==> config.mk <==
export PLATFORM = sky130hd
export DESIGN_NAME = fd_instr_queue
export DESIGN_NICKNAME = d
export VERILOG_FILES = /design/src/rtl/fd_instr_queue.sv
export SDC_FILE = /design/constraint.sdc
export NUM_CORES = 1
export LEC_CHECK = 0
export ABC_AREA = 1
export BUFFER_PORTS_ARGS = -buffer_cell sky130_fd_sc_hd__buf_2
export CAP_MARGIN = 20
export CORE_ASPECT_RATIO = 0.6
export CORE_UTILIZATION = 45
export CTS_CLUSTER_SIZE = 30
export DETAILED_ROUTE_END_ITERATION = 7
export GPL_TIMING_DRIVEN = 0
export PLACE_DENSITY = 0.67
export SYNTH_ARGS = -nofsm -noshare
export SYNTH_HDL_FRONTEND = slang
export SYNTH_SLANG_ARGS = --single-unit
==> constraint.sdc <==
create_clock -name clk -period 4.2 [get_ports clk]
set_input_delay 0.42 -clock clk [delete_from_list [all_inputs] [get_ports clk]]
set_output_delay 0.42 -clock clk [all_outputs]
set_load 0.01 [all_outputs]
==> src/rtl/fd_instr_queue.sv <==
// Fetch-to-decode instruction queue: small circular FIFO of {instr, pc} pairs.
// Optional perf counters (stall_cnt, flush_cnt) when FDQ_PERF_CNT_EN is defined.
module fd_instr_queue #(
   parameter int unsigned DEPTH    = 2,
   parameter logic [31:0] RESET_PC = 32'h3000
) (
   input  logic                     clk,
   input  logic                     reset,
   input  logic                     in_valid,
   input  logic [31:0]              in_instr,
   input  logic [31:0]              in_pc,
   output logic                     in_ready,
   output logic                     out_valid,
   input  logic                     out_ready,
   output logic [31:0]              out_instr,
   output logic [31:0]              out_pc,
   output logic [31:0]              out_pc8,
   output logic                     out_adel,
   input  logic                     flush,
   output logic [$clog2(DEPTH):0]   count
`ifdef FDQ_PERF_CNT_EN
   ,
   output logic [31:0]              stall_cnt,
   output logic [31:0]              flush_cnt
`endif
);

   localparam int unsigned ADDR_W = $clog2(DEPTH);
   localparam int unsigned CW     = ADDR_W + 1;

   logic [31:0]       instr_mem [DEPTH];
   logic [31:0]       pc_mem    [DEPTH];
   logic [ADDR_W-1:0] wr_ptr;
   logic [ADDR_W-1:0] rd_ptr;
   logic              push;
   logic              pop;

   // Handshake and head presentation; empty queue shows a nop bubble at RESET_PC
   always_comb begin
      in_ready  = (count != CW'(DEPTH));
      out_valid = (count != '0);
      push      = in_valid & in_ready & ~flush;
      pop       = out_valid & out_ready & ~flush;
      out_instr = 32'h0;
      out_pc    = RESET_PC;
      out_adel  = 1'b0;
      if (out_valid) begin
         out_instr = instr_mem[rd_ptr];
         out_pc    = pc_mem[rd_ptr];
         out_adel  = |pc_mem[rd_ptr][1:0];
      end
      out_pc8 = out_pc + 32'd8;
   end

   // Pointers, occupancy and storage; flush drops everything incl. a same-cycle push
   always_ff @(posedge clk) begin
      if (!reset) begin
         wr_ptr <= '0;
         rd_ptr <= '0;
         count  <= '0;
         for (int i = 0; i < int'(DEPTH); i++) begin
            instr_mem[i] <= 32'h0;
            pc_mem[i]    <= 32'h0;
         end
      end else if (flush) begin
         count  <= '0;
         rd_ptr <= wr_ptr;
      end else begin
         if (push) begin
            instr_mem[wr_ptr] <= in_instr;
            pc_mem[wr_ptr]    <= in_pc;
            wr_ptr            <= wr_ptr + ADDR_W'(1);
         end
         if (pop) begin
            rd_ptr <= rd_ptr + ADDR_W'(1);
         end
         if (push && !pop) begin
            count <= count + CW'(1);
         end else if (pop && !push) begin
            count <= count - CW'(1);
         end
      end
   end

`ifdef FDQ_PERF_CNT_EN
   // Count fetch stalls and flushes that actually discard entries
   always_ff @(posedge clk) begin
      if (!reset) begin
         stall_cnt <= 32'h0;
         flush_cnt <= 32'h0;
      end else begin
         if (in_valid && !in_ready) begin
            stall_cnt <= stall_cnt + 32'd1;
         end
         if (flush && (count != '0)) begin
            flush_cnt <= flush_cnt + 32'd1;
         end
      end
   end
`endif

endmodule

==> out/summary.txt <==
Unrepaired setup endpoints after global routing - false
Clock-pin slew on the worst setup and hold paths - 0.06 ns
Proportion of layout cells with a drive suffix above 1 - 27.5%
Clock tree skew after final layout - 0.00990 ns
Net count after synthesis - 886
Final antenna diode count - 0
Worst-skew pair later-pin latency - 0.40 ns
HPWL reported at the end of detailed placement - 13.0 mm
Dominant combinational cell family by area after synthesis - simple AND/OR/NAND/NOR gates
Pre-CTS setup slack - 1.10 ns
Average routed wire per standard cell - 14.7 um
XOR/XNOR Fraction of Synth Area - 1.75%
Share of synthesized cell area in full adder, half adder and majority cells - 0.358%
Placeable core region - 14800 um^2
Worst-path fanout max - 10
Final critical-path required period - 3.60 ns
Total of max-cap violations - 0
Type of the worst setup path - reg -> out
Core Rows - 34
Origin of the critical flop-to-flop path - count[0]
Count of placed standard cells in the final layout, fillers left out - 1213
Total gr overflow - 0
Post-synthesis average cell area - 8.58 um^2
Clock sink count - 133
Detailed-router iteration count before antenna repair - 5
Worst hold-check path type - in -> reg
Die Ht - 98.6 um
Distinct cell type count after synthesis - 28
I/O Pins - 170
Overall routing resource usage - 23.4%
Power per standard cell area - 396 nW/um^2
Final setup violation count - 0
Effective utilization at floorplan - 47.1%
Tightest Pin Transition - 0.912 ns
Highest clock frequency the design can meet - 0.278 GHz
Number of antenna violations at the first check in global routing - 0
Worst setup EP type - primary output
CTS tree - yes
R2r worst-path depth - 8
Hold endpoint - pc_mem[1][18]
Status - finished clean
Compound-gate portion of the synthesized area - 3.09%
Count of antenna-violating nets left after detailed routing - 0
Number of warnings reported in the yosys synthesis log - 0
Required arrival time at the worst endpoint - 3.78 ns
Max Root-Sink Buffers - 2
Cell count after placement - 1182
Count of fill cells added during filler insertion - 1374
Number of nets at the end of the flow - 1074
Cell area after technology mapping - 6990 um^2
Destination of the worst register-to-register timing path - instr_mem[1][2]
Cell type contributing the most total cell area after synthesis - sky130_fd_sc_hd__edfxtp_1
Wire length of the first global-routing pass - 28.3 mm
Kind of start point of the critical path - flop
Final weighted congestion of routability-driven global placement - 0.974
Worst IR drop on VDD - 0.255 mV
Leak pwr - 4.25 nW
Post-Syn Instances - 815
Pin count of the biggest net entering global routing - 65
Final setup TNS - 0 ns
Number of buffers added by the clock tree synthesis step - 17
Relative slew slack - 39.2%
Detailed router's first-iteration violation count - 411
R2r setup slk - 1.83 ns
Hold-fix buffers, CTS - 0
Die area - 16100 um^2
Slew Viols, Final - 0
Arrival time of data at the critical path endpoint - 3.18 ns
Setup bufs post-CTS - 0
DR vias - 5829
Layout Area Growth over Synthesis - 24.5%
Final worst path period share - 85.7%
Port Buffers - 169
Final count of hold timing violations - 0
Simple-gate share of the synthesized area - 29.2%
Routed wire length - 17.8 mm
Vias per inst - 4.81
Via count of the first global-routing pass - 5520
Sequential area share after synthesis - 56.4%
Overall die width - 163 um
Mux contribution to synthesized area - 0.286%
Fraction of synthesized cell area taken by the top area cell type - 55.0%
H-tree depth - 4
Min-delay src - in_pc[18]
Root cell of the clock tree - sky130_fd_sc_hd__clkbuf_16
Cells on Worst Hold Path - 3
DR DRC count - 0
Top post-synthesis cells by area - sky130_fd_sc_hd__edfxtp_1, sky130_fd_sc_hd__nand2_1, sky130_fd_sc_hd__nor2_1, sky130_fd_sc_hd__inv_1, sky130_fd_sc_hd__a21oi_1
Post-cts gate resize count - 0
Final worst setup slack - 0.602 ns
Flop and latch count out of synthesis - 133
power by group:
group          switching (mW)  total, mW  internal (mW)
sequential             0.0185       1.55           1.53
combinational           0.269      0.389          0.121
clock                   0.576       1.51          0.937
total                   0.863       3.45           2.59
cell usage after synthesis (all sizes together):
cell type,n
nand3,44
edfxtp,128
xor2,14
or2,1
nor3,1
clkbuf,11
dfxtp,5
nor2,183
inv,108
o21ai,4
mux2i,2
buf,28
ha,2
o21bai,1
a21oi,37
nand2,246
through the flow:
stage	hold slack, ns	power [mW]	instance area (um^2)	utilization [%]
final	0.324	3.45	8700	58.6
after global routing	0.317	3.58	8700	58.6
after CTS	0.310	3.47	8700	58.6
after detailed placement	0.502	1.96	8100	54.6
after global placement	0.499	1.96	8090	54.5
after floorplan	0.472	1.81	6990	-
worst max path at each step:
stage               cells past startpoint              end     start  slack (ns)
floorplan                               8  instr_mem[1][0]  count[0]        1.20
global placement                        8    pc_mem[0][18]     flush        0.15
detailed placement                     15      out_pc8[27]  count[1]        1.10
CTS                                    15      out_pc8[27]  count[1]        0.64
global route                           15      out_pc8[27]  count[1]        0.43
finish                                 15      out_pc8[27]  count[1]        0.60
layout by cell type (no fill, tap or decap), types with 2 or more instances in the layout:
| master | Yosys | layout |
|---|---|---|
| sky130_fd_sc_hd__buf_4 | 5 | 5 |
| sky130_fd_sc_hd__nand3_2 | 8 | 8 |
| sky130_fd_sc_hd__inv_1 | 102 | 102 |
| sky130_fd_sc_hd__ha_1 | 2 | 2 |
| sky130_fd_sc_hd__bufinv_16 | 0 | 3 |
| sky130_fd_sc_hd__nand2_4 | 3 | 5 |
| sky130_fd_sc_hd__nand2_2 | 13 | 13 |
| sky130_fd_sc_hd__nand3_4 | 2 | 2 |
| sky130_fd_sc_hd__xor2_1 | 14 | 14 |
| sky130_fd_sc_hd__inv_2 | 6 | 6 |
| sky130_fd_sc_hd__edfxtp_1 | 128 | 128 |
| sky130_fd_sc_hd__clkbuf_16 | 0 | 17 |
| sky130_fd_sc_hd__clkbuf_1 | 11 | 11 |
| sky130_fd_sc_hd__nor2_2 | 16 | 16 |
| sky130_fd_sc_hd__nand2_1 | 230 | 228 |
| sky130_fd_sc_hd__mux2i_1 | 2 | 2 |
| sky130_fd_sc_hd__dfxtp_1 | 5 | 5 |
| sky130_fd_sc_hd__a21oi_1 | 37 | 37 |
| sky130_fd_sc_hd__buf_6 | 3 | 3 |
| sky130_fd_sc_hd__inv_6 | 0 | 4 |
| sky130_fd_sc_hd__nor2_4 | 5 | 5 |
| sky130_fd_sc_hd__buf_2 | 14 | 183 |
| sky130_fd_sc_hd__clkinv_4 | 0 | 2 |
| sky130_fd_sc_hd__buf_1 | 5 | 5 |
| sky130_fd_sc_hd__nor2_1 | 162 | 162 |
| sky130_fd_sc_hd__o21ai_0 | 3 | 3 |
| sky130_fd_sc_hd__nand3_1 | 34 | 34 |
| sky130_fd_sc_hd__clkinvlp_4 | 0 | 4 |
kinds of logic (layout without fill, tap and decap cells):
| logic type | after synthesis | after routing |
|---|---|---|
| xor gates and xnor gates | 14 | 14 |
| adders and majority gates | 2 | 2 |
| DFF | 133 | 133 |
| and+or+nand+nor | 475 | 475 |
| buffers and inverters | 147 | 347 |
| AOI/OAI and AO/OA | 42 | 42 |
| muxes | 2 | 2 |
layout make-up:
class | instances | area, um^2 | area share, %
buffer | 39 | 221 | 2.54
clock buffer | 17 | 425 | 4.89
clock inverter | 14 | 176 | 2.03
inverter | 108 | 405 | 4.66
multi-input combinational | 535 | 2440 | 28.0
sequential | 133 | 3940 | 45.3
tap | 198 | 248 | 2.85
timing repair buffer | 169 | 846 | 9.72
metal layers:
layer  track usage [%]  vias up  routed length, um
met5                 0        -                  0
met4              5.54        0                139
met3              6.48       13               1600
met2              33.6      253               7430
met1              34.7     2643               8620
li1                  -     2920                  -
sequential cells by signal (all words and copies together), names as in the netlist, named ones only:
signal	count
rd_ptr	1
instr_mem	64
wr_ptr	1
pc_mem	64
count	2
worst max-delay path: stages, from the launching register on:
cell                      delay [ns]
sky130_fd_sc_hd__dfxtp_1        0.42
sky130_fd_sc_hd__inv_2          0.07
sky130_fd_sc_hd__nand2_4        0.14
sky130_fd_sc_hd__buf_2          0.29
sky130_fd_sc_hd__buf_2          0.31
sky130_fd_sc_hd__nand2_1        0.08
sky130_fd_sc_hd__inv_1          0.12
sky130_fd_sc_hd__ha_1           0.23
sky130_fd_sc_hd__inv_1          0.12
sky130_fd_sc_hd__nor2_2         0.28
sky130_fd_sc_hd__inv_2          0.11
sky130_fd_sc_hd__nor2_4         0.26
sky130_fd_sc_hd__nand2_1        0.10
sky130_fd_sc_hd__nand2_1        0.07
sky130_fd_sc_hd__nand2_1        0.05
sky130_fd_sc_hd__buf_2          0.13
Note: power is estimated with default switching activity, not from simulation.
